[config.mk]
export PLATFORM = sky130hd
export DESIGN_NAME = alu_arbiter
export DESIGN_NICKNAME = d
export VERILOG_FILES = /design/src/rtl/alu_arbiter.sv
export SDC_FILE = /design/constraint.sdc
export NUM_CORES = 1
export LEC_CHECK = 0
export CORE_MARGIN = 4
export CORE_UTILIZATION = 37
export DETAILED_ROUTE_END_ITERATION = 10
export GPL_TIMING_DRIVEN = 0
export PLACE_DENSITY = 0.79
export SKIP_CTS_REPAIR_TIMING = 1
export SLEW_MARGIN = 20
export SYNTH_ARGS = -nofsm -noshare
export SYNTH_HDL_FRONTEND = slang
export SYNTH_SLANG_ARGS = --single-unit
[constraint.sdc]
create_clock -name clk -period 1.5 [get_ports clk]
set_clock_uncertainty 0.05 [all_clocks]
set_input_delay 0.15 -clock clk [delete_from_list [all_inputs] [get_ports clk]]
set_output_delay 0.15 -clock clk [all_outputs]
set_load 0.02 [all_outputs]
[src/rtl/alu_arbiter.sv]
// alu_arbiter: shares one combinational ALU between two requesters.
// Each accepted operation walks IDLE -> EXEC -> RESP and returns to IDLE
// on the response handshake.
// Build option: define ALU_ARB_RR_EN for round-robin arbitration between
// simultaneous requests; left undefined, requester 0 has fixed priority.
module alu_arbiter #(
    parameter int unsigned DATA_W = 32
) (
    input  logic              clk,
    input  logic              rst_n,
    input  logic              req0_valid,
    input  logic [DATA_W-1:0] req0_a,
    input  logic [DATA_W-1:0] req0_b,
    input  logic [3:0]        req0_op,
    output logic              req0_ready,
    input  logic              req1_valid,
    input  logic [DATA_W-1:0] req1_a,
    input  logic [DATA_W-1:0] req1_b,
    input  logic [3:0]        req1_op,
    output logic              req1_ready,
    output logic              rsp0_valid,
    output logic              rsp1_valid,
    input  logic              rsp0_ready,
    input  logic              rsp1_ready,
    output logic [DATA_W-1:0] rsp_result,
    output logic              rsp_zero,
    output logic              rsp_carry,
    output logic              rsp_overflow,
    output logic [DATA_W-1:0] alu_a,
    output logic [DATA_W-1:0] alu_b,
    output logic [3:0]        alu_op,
    input  logic [DATA_W-1:0] alu_result,
    input  logic              alu_zero,
    input  logic              alu_carry,
    input  logic              alu_overflow,
    output logic              busy
);

    localparam int unsigned OP_W = 4;

    typedef enum logic [1:0] {
        ST_IDLE = 2'd0,
        ST_EXEC = 2'd1,
        ST_RESP = 2'd2
    } state_t;

    state_t            r_state;
    logic              r_gnt_id;
    logic [DATA_W-1:0] r_alu_a;
    logic [DATA_W-1:0] r_alu_b;
    logic [OP_W-1:0]   r_alu_op;
    logic              r_rsp0_valid;
    logic              r_rsp1_valid;
    logic [DATA_W-1:0] r_rsp_result;
    logic              r_rsp_zero;
    logic              r_rsp_carry;
    logic              r_rsp_overflow;
`ifdef ALU_ARB_RR_EN
    logic              r_last_gnt;
`endif

    logic              w_gnt_id;
    logic              w_accept;
    logic              w_rsp_hs;

    // Arbitration: choose a requester and decide whether it is accepted now
    always_comb begin
        w_gnt_id = 1'b0;
`ifdef ALU_ARB_RR_EN
        if (req0_valid && req1_valid) begin
            w_gnt_id = ~r_last_gnt;
        end else begin
            w_gnt_id = ~req0_valid;
        end
`else
        w_gnt_id = ~req0_valid;
`endif
        w_accept = rst_n && (r_state == ST_IDLE) && (req0_valid || req1_valid);
        w_rsp_hs = r_gnt_id ? rsp1_ready : rsp0_ready;
    end

    // Operation sequencing, operand latching and result capture
    always_ff @(posedge clk) begin
        if (!rst_n) begin
            r_state        <= ST_IDLE;
            r_gnt_id       <= 1'b0;
            r_alu_a        <= '0;
            r_alu_b        <= '0;
            r_alu_op       <= '0;
            r_rsp0_valid   <= 1'b0;
            r_rsp1_valid   <= 1'b0;
            r_rsp_result   <= '0;
            r_rsp_zero     <= 1'b0;
            r_rsp_carry    <= 1'b0;
            r_rsp_overflow <= 1'b0;
`ifdef ALU_ARB_RR_EN
            r_last_gnt     <= 1'b1;
`endif
        end else begin
            case (r_state)
                ST_IDLE: begin
                    if (w_accept) begin
                        r_gnt_id <= w_gnt_id;
                        r_alu_a  <= w_gnt_id ? req1_a  : req0_a;
                        r_alu_b  <= w_gnt_id ? req1_b  : req0_b;
                        r_alu_op <= w_gnt_id ? req1_op : req0_op;
`ifdef ALU_ARB_RR_EN
                        r_last_gnt <= w_gnt_id;
`endif
                        r_state  <= ST_EXEC;
                    end
                end
                ST_EXEC: begin
                    r_rsp_result   <= alu_result;
                    r_rsp_zero     <= alu_zero;
                    r_rsp_carry    <= alu_carry;
                    r_rsp_overflow <= alu_overflow;
                    r_rsp0_valid   <= ~r_gnt_id;
                    r_rsp1_valid   <= r_gnt_id;
                    r_state        <= ST_RESP;
                end
                ST_RESP: begin
                    if (w_rsp_hs) begin
                        r_rsp0_valid <= 1'b0;
                        r_rsp1_valid <= 1'b0;
                        r_state      <= ST_IDLE;
                    end
                end
                default: begin
                    r_state <= ST_IDLE;
                end
            endcase
        end
    end

    assign req0_ready   = w_accept && !w_gnt_id;
    assign req1_ready   = w_accept && w_gnt_id;
    assign rsp0_valid   = r_rsp0_valid;
    assign rsp1_valid   = r_rsp1_valid;
    assign rsp_result   = r_rsp_result;
    assign rsp_zero     = r_rsp_zero;
    assign rsp_carry    = r_rsp_carry;
    assign rsp_overflow = r_rsp_overflow;
    assign alu_a        = r_alu_a;
    assign alu_b        = r_alu_b;
    assign alu_op       = r_alu_op;
    assign busy         = (r_state != ST_IDLE);

endmodule

## Word-level counts from Yosys, hierarchy flattened

Index checks and enable logic that the tools add are counted.

- $add $sub $neg: 0
- Multiply operators: 0
- Div/mod/pow operators: 0
- $lt $le $gt $ge: 0
- Eq/ne operators: 4
- Shift operators: 0
- Muxes and demuxes: 10
- Bitwise gates (word level): 2
- Reductions and logical operators: 11

Operators with widths:

| kind | count |
|---|---|
| $mux W32 | 2 |
| $pmux W2 S3 | 1 |
| $reduce_and A2 Y1 | 3 |
| $logic_and A1 B1 Y1 | 4 |
| $mux W2 | 2 |
| $mux W4 | 1 |
| $ne A2 B2 Y1 const B | 2 |
| $pmux W1 S2 | 2 |
| $reduce_bool A2 Y1 | 2 |
| $eq A2 B1 Y1 const B | 1 |
| $eq A2 B2 Y1 const B | 1 |
| $logic_not A2 Y1 | 1 |
| $mux W1 | 2 |
| $not A1 Y1 | 2 |
| $logic_or A1 B1 Y1 | 1 |

- Register bits: 108
- Latch bits: 0
- RAM bits: 0
- ROM bits: 0
- Input bits: 177
- Output and inout port bits: 108
- Word-level logic and storage cells: 38
- Memories kept: 0

## Depth between registers and ports, before layout

Gate-level depths: netlist (run 1).

- Depth in word-level cells: 5
- Gate-level depth with buffers: 6
- Depth with buffers taken out: 4

## Least setup slack after synthesis (run 1)

Ideal clock, no wire load.

- Path type: flip-flop to output port
- Start point: register r_state[1]
- End point: output req1_ready
- Data arrival time: 1.073 ns
- Data required time: 1.300 ns
- Slack: 0.227 ns
- Stages on the path, launching flop included: 5
- Buffers on the path: 1
- Cell sequence: dfxtp_1 nor2_4 nand3b_4 buf_2 nor2_1

- Cells in the longest elaborated chain, start to end: 4

Ends and longest elaborated chain:

| element | RTL line | RTL |
|---|---|---|
| from (decl) | 47 | `state_t r_state;` |
| from (signal assigned) | 85 | `r_state <= ST_IDLE;` |
| from (signal assigned) | 110 | `r_state <= ST_EXEC;` |
| from (signal assigned) | 120 | `r_state <= ST_RESP;` |
| $logic_not A2 Y1 | 78 | `w_accept = rst_n && (r_state == ST_IDLE) && (req0_valid \|\| req1_valid);` |
| $logic_and A1 B1 Y1 (2 in a row) | 78 |  |
| $logic_and A1 B1 Y1 | 137 | `assign req1_ready = w_accept && w_gnt_id;` |
| to (decl) | 20 | `output logic req1_ready,` |

Every way passes these cells.

## Worst setup path in the final report (run 1)

- Start point: register r_state[1]
- End point: output busy

- Cells in the longest elaborated chain, start to end: 1

Ends and longest elaborated chain:

| element | RTL line | RTL |
|---|---|---|
| $reduce_bool A2 Y1 | 147 | `assign busy = (r_state != ST_IDLE);` |
| to (decl) | 36 | `output logic busy` |

Every way passes these cells.

==> flow_metrics.py, run 1 <==
metrics = {
    "detailed_routing": {
        "via_per_inst": 4.95,
        "vias": 4731,
        "firstDrtPassIters": 4,
        "drt-total-wl_um": 16600,
        "ant_nets": 0,
        "wire_per_inst_um": 17.3,
        "drt_iter0_markers": 239,
        "drcViolationCount": 0,
    },
    "timing": {
        "finalHoldViolations": 0,
        "finalCritPeriodShare_pct": 99.6,
        "setup_viol": 0,
        "max_freq_mhz": 669,
        "maxSlewViolCount": 0,
        "slew_headroom_pct": 69.4,
        "finalCriticalPeriod_ns": 1.49,
        "worst_pin_slew_ns": 0.458,
        "fin_ws_ns": 0.00601,
        "rsz0062_at_grt": "yes",
    },
    "critical_path": {
        "crit_fanout": 10,
        "cp_num_buf_inv": 3,
        "required_ns": 1.30,
        "endpoint_kind": "primary output",
        "worst-setup-path-type": "flop to primary output",
        "rr_startpoint": "r_state[1]$_SDFFE_PN0P_",
        "r2r_slack_ns": 0.17,
        "crit_chain": "nor2_4 > inv_2 > buf_6 > buf_2",
        "r2r-end": "alu_a[12]$_SDFFE_PN0P_",
        "critPathMaxStageDelay_ns": 0.37,
        "critPathLaunchType": "flop",
        "cp_slowest_cell": "dfxtp_4",
        "reg2reg_depth": 5,
        "arrival_ns": 1.29,
        "crit_family": "buffers and inverters",
    },
    "floorplan": {
        "die-area_mm2": 0.0145,
        "initial_utilization_pct": 38.4,
        "core_mm2": 0.0122,
        "io-pin-count": 285,
        "die_w_um": 120,
        "fp-row-count": 40,
        "die_h_um": 120,
    },
    "final_layout": {
        "area_delta_synth_final_pct": 77.2,
        "diodes": 0,
        "drive_gt1_share_pct": 8.51,
        "final_nets": 959,
        "layout_common_cells": "clkdlybuf4s50_1 (178), dfxtp_1 (106), dlymetal6s2s_1 (101), nand2_1 (72), o21ai_1 (70)",
        "multi_input_area_mm2": 0.00221,
        "nFillCells": 952,
        "stdcell_area_mm2": 0.00827,
        "seqCellArea_mm2": 0.00217,
        "final_common_cell": "clkdlybuf4s50_1",
    },
    "worst_hold_path": {
        "min_path_cells": 3,
        "min-delay-start": "rst_n",
        "min_to": "r_state[0]$_SDFFE_PN0P_",
        "hp-class": "input port to flop",
    },
    "clock_network": {
        "cts_root_buf": "clkbuf_16",
        "cts_buffer_depth": 2,
        "htreeDepth": 3,
        "clk_pin_slew_ns": 0.07,
        "cts_tree": "built",
        "clock_sinks": 108,
        "cts_buffers": 9,
        "clk_latency_ns": 0.34,
    },
    "grt": {
        "grt_max_degree": 18,
        "antenna_found_initial": 0,
        "grt_usage_pct": 21.9,
        "gr-total-overflow": 0,
        "grt_pass1_vias": 4969,
        "grt_pass1_wl_um": 25200,
    },
    "placed_design": {
        "dp_hpwl_um": 13200,
        "placed_area_mm2": 0.00770,
        "place_ws_ns": -0.739,
        "port_buffers": 282,
        "place_congestion": 0.805,
    },
    "yosys": {
        "synth_edf_count": 0,
        "syn_nets": 664,
        "synth_seq_area_share_pct": 46.4,
        "async_flop_share_pct": 0,
        "synth_area_mm2": 0.00466,
        "syn-instance-count": 487,
        "synth_top_flop_cell": "dfxtp_1",
        "synth_warnings": 0,
        "ys_top_cells_by_area": "dfxtp_1 (46%), mux2i_1 (15%), o211ai_1 (11%)",
        "synth.top_cell.area_share_pct": 46.4,
        "ys_seq_elements": 108,
        "syn_avg_cell_area_um2": 9.58,
        "synth.largest_area_cell": "dfxtp_1",
        "ys_types": 21,
    },
    "run": {
        "cap_violations": 0,
    },
    "power_and_ir_drop": {
        "p_leak_nw": 4.70,
        "vdd_ir_drop_max_uv": 657,
        "powerDensity_mw_per_mm2": 930,
    },
    "run_status": {
        "status": "completed",
    },
}
==> tightest hold or removal path: stages <==
cell and delay, ns:
buf_2 0.18, nand3b_4 0.15, inv_2 0.03
==> per-layer routing <==
| metal | share of wire [%] | track usage [%] |
|---|---|---|
| met1 | 38 | 23.9 |
| met2 | 52 | 40.0 |
| met3 | 8.0 | 6.31 |
| met4 | 2.6 | 8.22 |
| met5 | 0 | 0 |
==> cell usage after synthesis (2+ instances only) <==
master,instances
a21boi_1,36
buf_2,27
buf_6,9
clkbuf_1,12
dfxtp_1,108
inv_2,2
mux2i_1,69
nand2_1,72
nand2b_1,2
nor2_1,2
o211ai_1,69
o21ai_1,70
==> stage by stage <==
step / std cells / total power, mW / util (%) / hold WS, ns / TNS (ns)
global route: 955 / 8.03 / 68.0 / 0.171 / -0.103
floorplan: 487 / 4.32 / - / 0.235 / 0
CTS: 953 / 7.80 / 65.7 / 0.166 / -3.28
finish: 955 / 7.68 / 68.0 / 0.165 / 0
detailed placement: 937 / 5.55 / 63.3 / 0.395 / -8.21
global placement: 937 / 5.50 / 63.3 / 0.389 / -7.53
==> layout make-up <==
cell class | instances | area share, %
Clock buffer | 11 | 3.06
Sequential cell | 108 | 26.2
Timing Repair Buffer | 285 | 37.4
Inverter | 2 | 0.0908
Buffer | 48 | 3.51
Multi-Input combinational cell | 328 | 26.8
Clock inverter | 5 | 0.424
Tap cell | 168 | 2.54
==> state kept, by name, indices dropped and copies added (netlist names) <==
name and count:
alu_a 32, alu_b 32, alu_op 4, r_gnt_id 1
r_state 2, rsp0_valid 1, rsp1_valid 1, rsp_carry 1
rsp_overflow 1, rsp_result 32, rsp_zero 1
==> where the power goes <==
group          switching [mW]  internal (mW)  leakage [nW]
Sequential              0.133           3.13         0.889
Combinational            1.06           1.11          3.67
Clock                    1.04           1.22         0.142
==> worst max path at each step <==
stage                 end  cells past startpoint                     from
3_5_place_dp   req1_ready                      6               req1_valid
4_1_cts        req1_ready                      5  r_state[1]$_SDFFE_PN0P_
6_report             busy                      4  r_state[1]$_SDFFE_PN0P_
5_1_grt              busy                      4  r_state[1]$_SDFFE_PN0P_
3_3_place_gp   req1_ready                      6               req1_valid
2_1_floorplan  req1_ready                      4  r_state[1]$_SDFFE_PN0P_
==> kinds of logic (layout without fill, tap and decap cells) <==
group,count (synthesis),after routing,share of synthesized area (%)
buffers and inverters,51,351,6.36
AND/OR/NAND/NOR,83,83,7.97
multiplexers,69,69,14.8
AO/OA/AOI/OAI,176,176,24.5
flip-flops,108,108,46.4
Power figures use the tool's default switching activity.
==> run 2: changes to the inputs <==
CTS_CLUSTER_SIZE = 10   (was unset)
GPL_TIMING_DRIVEN = unset   (was 0)
PLACE_DENSITY = 0.84   (was 0.79)
==> flow_metrics.py, run 2 (same netlist as run 1, synthesis figures left out) <==
metrics = {
    "run_status": {
        "status": "completed",
    },
    "power_and_ir_drop": {
        "p_leak_nw": 4.64,
        "powerDensity_mw_per_mm2": 940,
        "vdd_ir_drop_max_uv": 492,
        "power_mw": 7.65,
    },
    "grt": {
        "grtUsageMet2_pct": 37.1,
        "grt_usage_pct": 20.8,
        "antenna_found_initial": 0,
        "grtUsageMet1_pct": 23.3,
        "busiest_layer": "met2",
        "grt_max_degree": 108,
        "grt_util_met3_pct": 6.45,
        "gr-total-overflow": 0,
        "grt_pass1_vias": 4823,
        "grt_pass1_wl_um": 24400,
    },
    "detailed_routing": {
        "vias": 4710,
        "ant_nets": 0,
        "wire_per_inst_um": 17.5,
        "drt-total-wl_um": 16100,
        "drcViolationCount": 0,
        "via_per_inst": 5.13,
        "drt_iter0_markers": 317,
        "firstDrtPassIters": 4,
    },
    "placed_design": {
        "place_congestion": 0.782,
        "dp_cells": 903,
        "port_buffers": 284,
        "dp_hpwl_um": 11700,
    },
    "critical_path": {
        "worst-setup-path-type": "flop to primary output",
        "crit_fanout": 2,
        "endpoint_kind": "primary output",
        "arrival_ns": 1.30,
        "critPathLaunchType": "flop",
        "required_ns": 1.30,
    },
    "timing": {
        "rsz0062_at_grt": "yes",
        "maxSlewViolCount": 0,
        "finalCriticalPeriod_ns": 1.50,
        "setup_viol": 0,
        "worst_pin_slew_ns": 0.613,
        "finalCritPeriodShare_pct": 99.9,
        "whs_ns": 0.298,
        "finalHoldViolations": 0,
        "finalSetupTns_ns": 0,
        "max_freq_mhz": 668,
        "slew_headroom_pct": 59.1,
    },
    "final_layout": {
        "area_delta_synth_final_pct": 74.4,
        "stdcell_count": 919,
        "utilization_pct": 66.9,
        "layout_common_cells": "clkdlybuf4s50_1 (175), dfxtp_1 (107), dlymetal6s2s_1 (104), nand2_1 (72), o21ai_1 (70)",
        "final_common_cell": "clkdlybuf4s50_1",
        "diodes": 0,
        "seqCellArea_mm2": 0.00216,
        "multi_input_area_mm2": 0.00221,
        "final_nets": 923,
        "nFillCells": 923,
        "drive_gt1_share_pct": 5.59,
    },
    "run": {
        "cap_violations": 0,
    },
    "clock_network": {
        "clock_sinks": 108,
        "clk_pin_slew_ns": 0.08,
        "cts_root_buf": "clkbuf_16",
        "cts_tree": "built",
        "clk_latency_ns": 0.34,
        "cts_buffer_depth": 2,
        "cts_buffers": 9,
        "htreeDepth": 3,
    },
    "floorplan": {
        "io-pin-count": 285,
        "core_mm2": 0.0122,
        "fp-row-count": 40,
        "initial_utilization_pct": 38.4,
        "die_w_um": 120,
        "die_h_um": 120,
        "die-area_mm2": 0.0145,
    },
    "worst_hold_path": {
        "hp-class": "input port to flop",
    },
}
==> run 2: cell count changes in the layout (fill, tap and decap cells not counted), sizes merged, moves of 3 or more <==
| cell | change |
|---|---|
| dlymetal6s2s | +3 |
| clkdlybuf4s50 | -3 |
| buf | -25 |
| clkbuf | -13 |
==> run 2: final timing paths <==
kind	cells past startpoint	endpoint	from	slack, ns
min reg2reg	2	rsp_result[8]$_SDFFE_PN0P_	rsp_result[8]$_SDFFE_PN0P_	0.41
min	3	rsp_result[8]$_SDFFE_PN0P_	alu_result[8]	0.30
max	4	req0_ready	r_state[0]$_SDFFE_PN0P_	0.002
max reg2reg	6	alu_a[14]$_SDFFE_PN0P_	r_state[0]$_SDFFE_PN0P_	0.13
==> run 2: area by class of cell <==
cell class,instances,share of cell area [%]
inverters,2,0.0923
clock inverters,7,0.738
clock buffers,9,2.77
multi-input cells,328,27.2
well taps,168,2.58
repair buffers,297,40.0
flip-flops and latches,108,26.6
==> run 2: report_power, final <==
group	total [mW]	internal [mW]	leakage [nW]	switching (mW)
logic	2.12	1.08	3.63	1.04
registers	3.26	3.13	0.888	0.133
clock network	2.27	1.15	0.131	1.11
==> run 2: metrics by stage <==
stage | worst slack [ns] | instance area [um2]
floorplan | 0.227 | 4660
global placement | -0.318 | 7570
detailed placement | -0.360 | 7570
CTS | -0.425 | 7850
global route | -0.0497 | 8140
finish | 0.00203 | 8140
==> run 2: worst max-delay path: stages, from the launching register on <==
cell	delay (ns)
dfxtp_2	0.34
nor2_4	0.18
buf_6	0.13
and3_4	0.18
buf_6	0.12
==> run 2: metal layers <==
layer,share of wire (%),routed length (um),up-vias
met5,0,0,-
met1,38,6120,2204
li1,-,-,2268
met3,8.6,1390,24
met2,51,8270,214
met4,1.9,308,0
==> run 3: changes to the inputs <==
CAP_MARGIN = 10   (was unset)
clock period = 1.6 ns   (was 1.5 ns; I/O delays follow)
==> flow_metrics.py, run 3 (same netlist as run 1, synthesis figures left out) <==
metrics = {
    "run_status": {
        "status": "completed",
    },
    "detailed_routing": {
        "vias": 4711,
        "drt_iter0_markers": 404,
        "drcViolationCount": 0,
        "drt-total-wl_um": 15600,
        "ant_nets": 0,
        "firstDrtPassIters": 4,
        "wire_per_inst_um": 16.9,
        "via_per_inst": 5.13,
    },
    "floorplan": {
        "fp-row-count": 40,
        "initial_utilization_pct": 38.4,
        "io-pin-count": 285,
        "core_mm2": 0.0122,
        "die-area_mm2": 0.0145,
        "die_h_um": 120,
        "die_w_um": 120,
    },
    "clock_network": {
        "cts_buffers": 9,
        "cts_tree": "built",
        "htreeDepth": 3,
        "clock_sinks": 108,
        "cts_root_buf": "clkbuf_16",
        "clk_latency_ns": 0.33,
        "cts_buffer_depth": 2,
        "clk_pin_slew_ns": 0.07,
    },
    "critical_path": {
        "critPathMaxStageDelay_ns": 0.63,
        "r2r-end": "alu_op[0]$_SDFFE_PN0P_",
        "rr_startpoint": "r_state[1]$_SDFFE_PN0P_",
        "crit_fanout": 2,
        "reg2reg_depth": 6,
        "arrival_ns": 1.33,
        "required_ns": 1.39,
        "crit_chain": "clkdlybuf4s50_1",
        "r2r_slack_ns": 0.17,
        "cp_num_buf_inv": 1,
        "critPathLaunchType": "flop",
        "worst-setup-path-type": "flop to primary output",
        "cp_slowest_cell": "clkdlybuf4s50_1",
        "crit_family": "buffers and inverters",
        "endpoint_kind": "primary output",
    },
    "final_layout": {
        "stdcell_count": 919,
        "final_nets": 923,
        "utilization_pct": 65.0,
        "final_common_cell": "clkdlybuf4s50_1",
        "diodes": 0,
        "layout_common_cells": "clkdlybuf4s50_1 (279), dfxtp_1 (108), nand2_1 (72), o21ai_1 (70)",
        "drive_gt1_share_pct": 5.06,
        "area_delta_synth_final_pct": 69.4,
    },
    "worst_hold_path": {
        "hp-class": "input port to flop",
        "min-delay-start": "alu_result[1]",
        "min_path_cells": 3,
        "min_to": "rsp_result[1]$_SDFFE_PN0P_",
    },
    "grt": {
        "antenna_found_initial": 0,
        "gr-total-overflow": 0,
        "grt_pass1_vias": 4770,
        "grt_usage_pct": 20.4,
        "grt_pass1_wl_um": 24000,
        "grt_max_degree": 108,
    },
    "power_and_ir_drop": {
        "p_leak_nw": 3.00,
        "vdd_ir_drop_max_uv": 581,
        "powerDensity_mw_per_mm2": 941,
        "power_mw": 7.44,
    },
    "timing": {
        "slew_headroom_pct": 51.6,
        "rsz0062_at_grt": "no",
        "finalCriticalPeriod_ns": 1.54,
        "setup_viol": 0,
        "finalHoldViolations": 0,
        "worst_pin_slew_ns": 0.726,
        "max_freq_mhz": 648,
        "maxSlewViolCount": 0,
        "finalCritPeriodShare_pct": 96.5,
    },
    "placed_design": {
        "dp_hpwl_um": 11700,
        "dp_cells": 903,
        "port_buffers": 284,
        "place_congestion": 0.783,
    },
    "run": {
        "cap_violations": 0,
    },
}
## run 3: layout make-up
class	count	area, um2
fillers	959	4260
well taps	168	210
repair buffers	297	2990
clock buffers	9	225
inverters	2	7.51
flip-flops and latches	108	2160
clock inverters	7	97.6
multi-input cells	328	2210
## run 3: how the worst max path moves through the flow
stage / startpoint / to / slack, ns / depth (start not counted)
3_5_place_dp: req1_valid / alu_op[0]$_SDFFE_PN0P_ / -0.32 / 5
4_1_cts: r_state[1]$_SDFFE_PN0P_ / req1_ready / -0.28 / 4
5_1_grt: alu_b[21]$_SDFFE_PN0P_ / alu_b[21] / 0.006 / 1
6_report: alu_op[0]$_SDFFE_PN0P_ / alu_op[0] / 0.06 / 1
3_3_place_gp: req1_valid / req1_ready / -0.22 / 5
2_1_floorplan: r_state[1]$_SDFFE_PN0P_ / req1_ready / 0.32 / 4
## run 3: stage by stage
stage | setup slack [ns] | setup TNS (ns) | hold slack (ns) | instance area [um2]
after detailed placement | -0.319 | -19.87 | 0.397 | 7570
after CTS | -0.283 | -0.529 | 0.295 | 7890
final | 0.0559 | 0 | 0.314 | 7900
after floorplan | 0.317 | 0 | 0.245 | 4660
after global routing | 0.00614 | 0 | 0.318 | 7900
after global placement | -0.222 | -14.32 | 0.391 | 7570
## run 3: layer usage
metal | track usage, % | vias up | part of all wire [%]
li1 | - | 2273 | -
met1 | 22.7 | 2222 | 39
met2 | 37.1 | 194 | 50
met3 | 6.13 | 22 | 8.5
met4 | 6.87 | 0 | 1.8
met5 | 0 | - | 0
## run 3: power breakdown
part	switching (mW)	total [mW]	internal [mW]
clock network	0.984	2.36	1.38
logic	0.959	2.01	1.05
registers	0.131	3.07	2.93
total	2.07	7.44	5.36
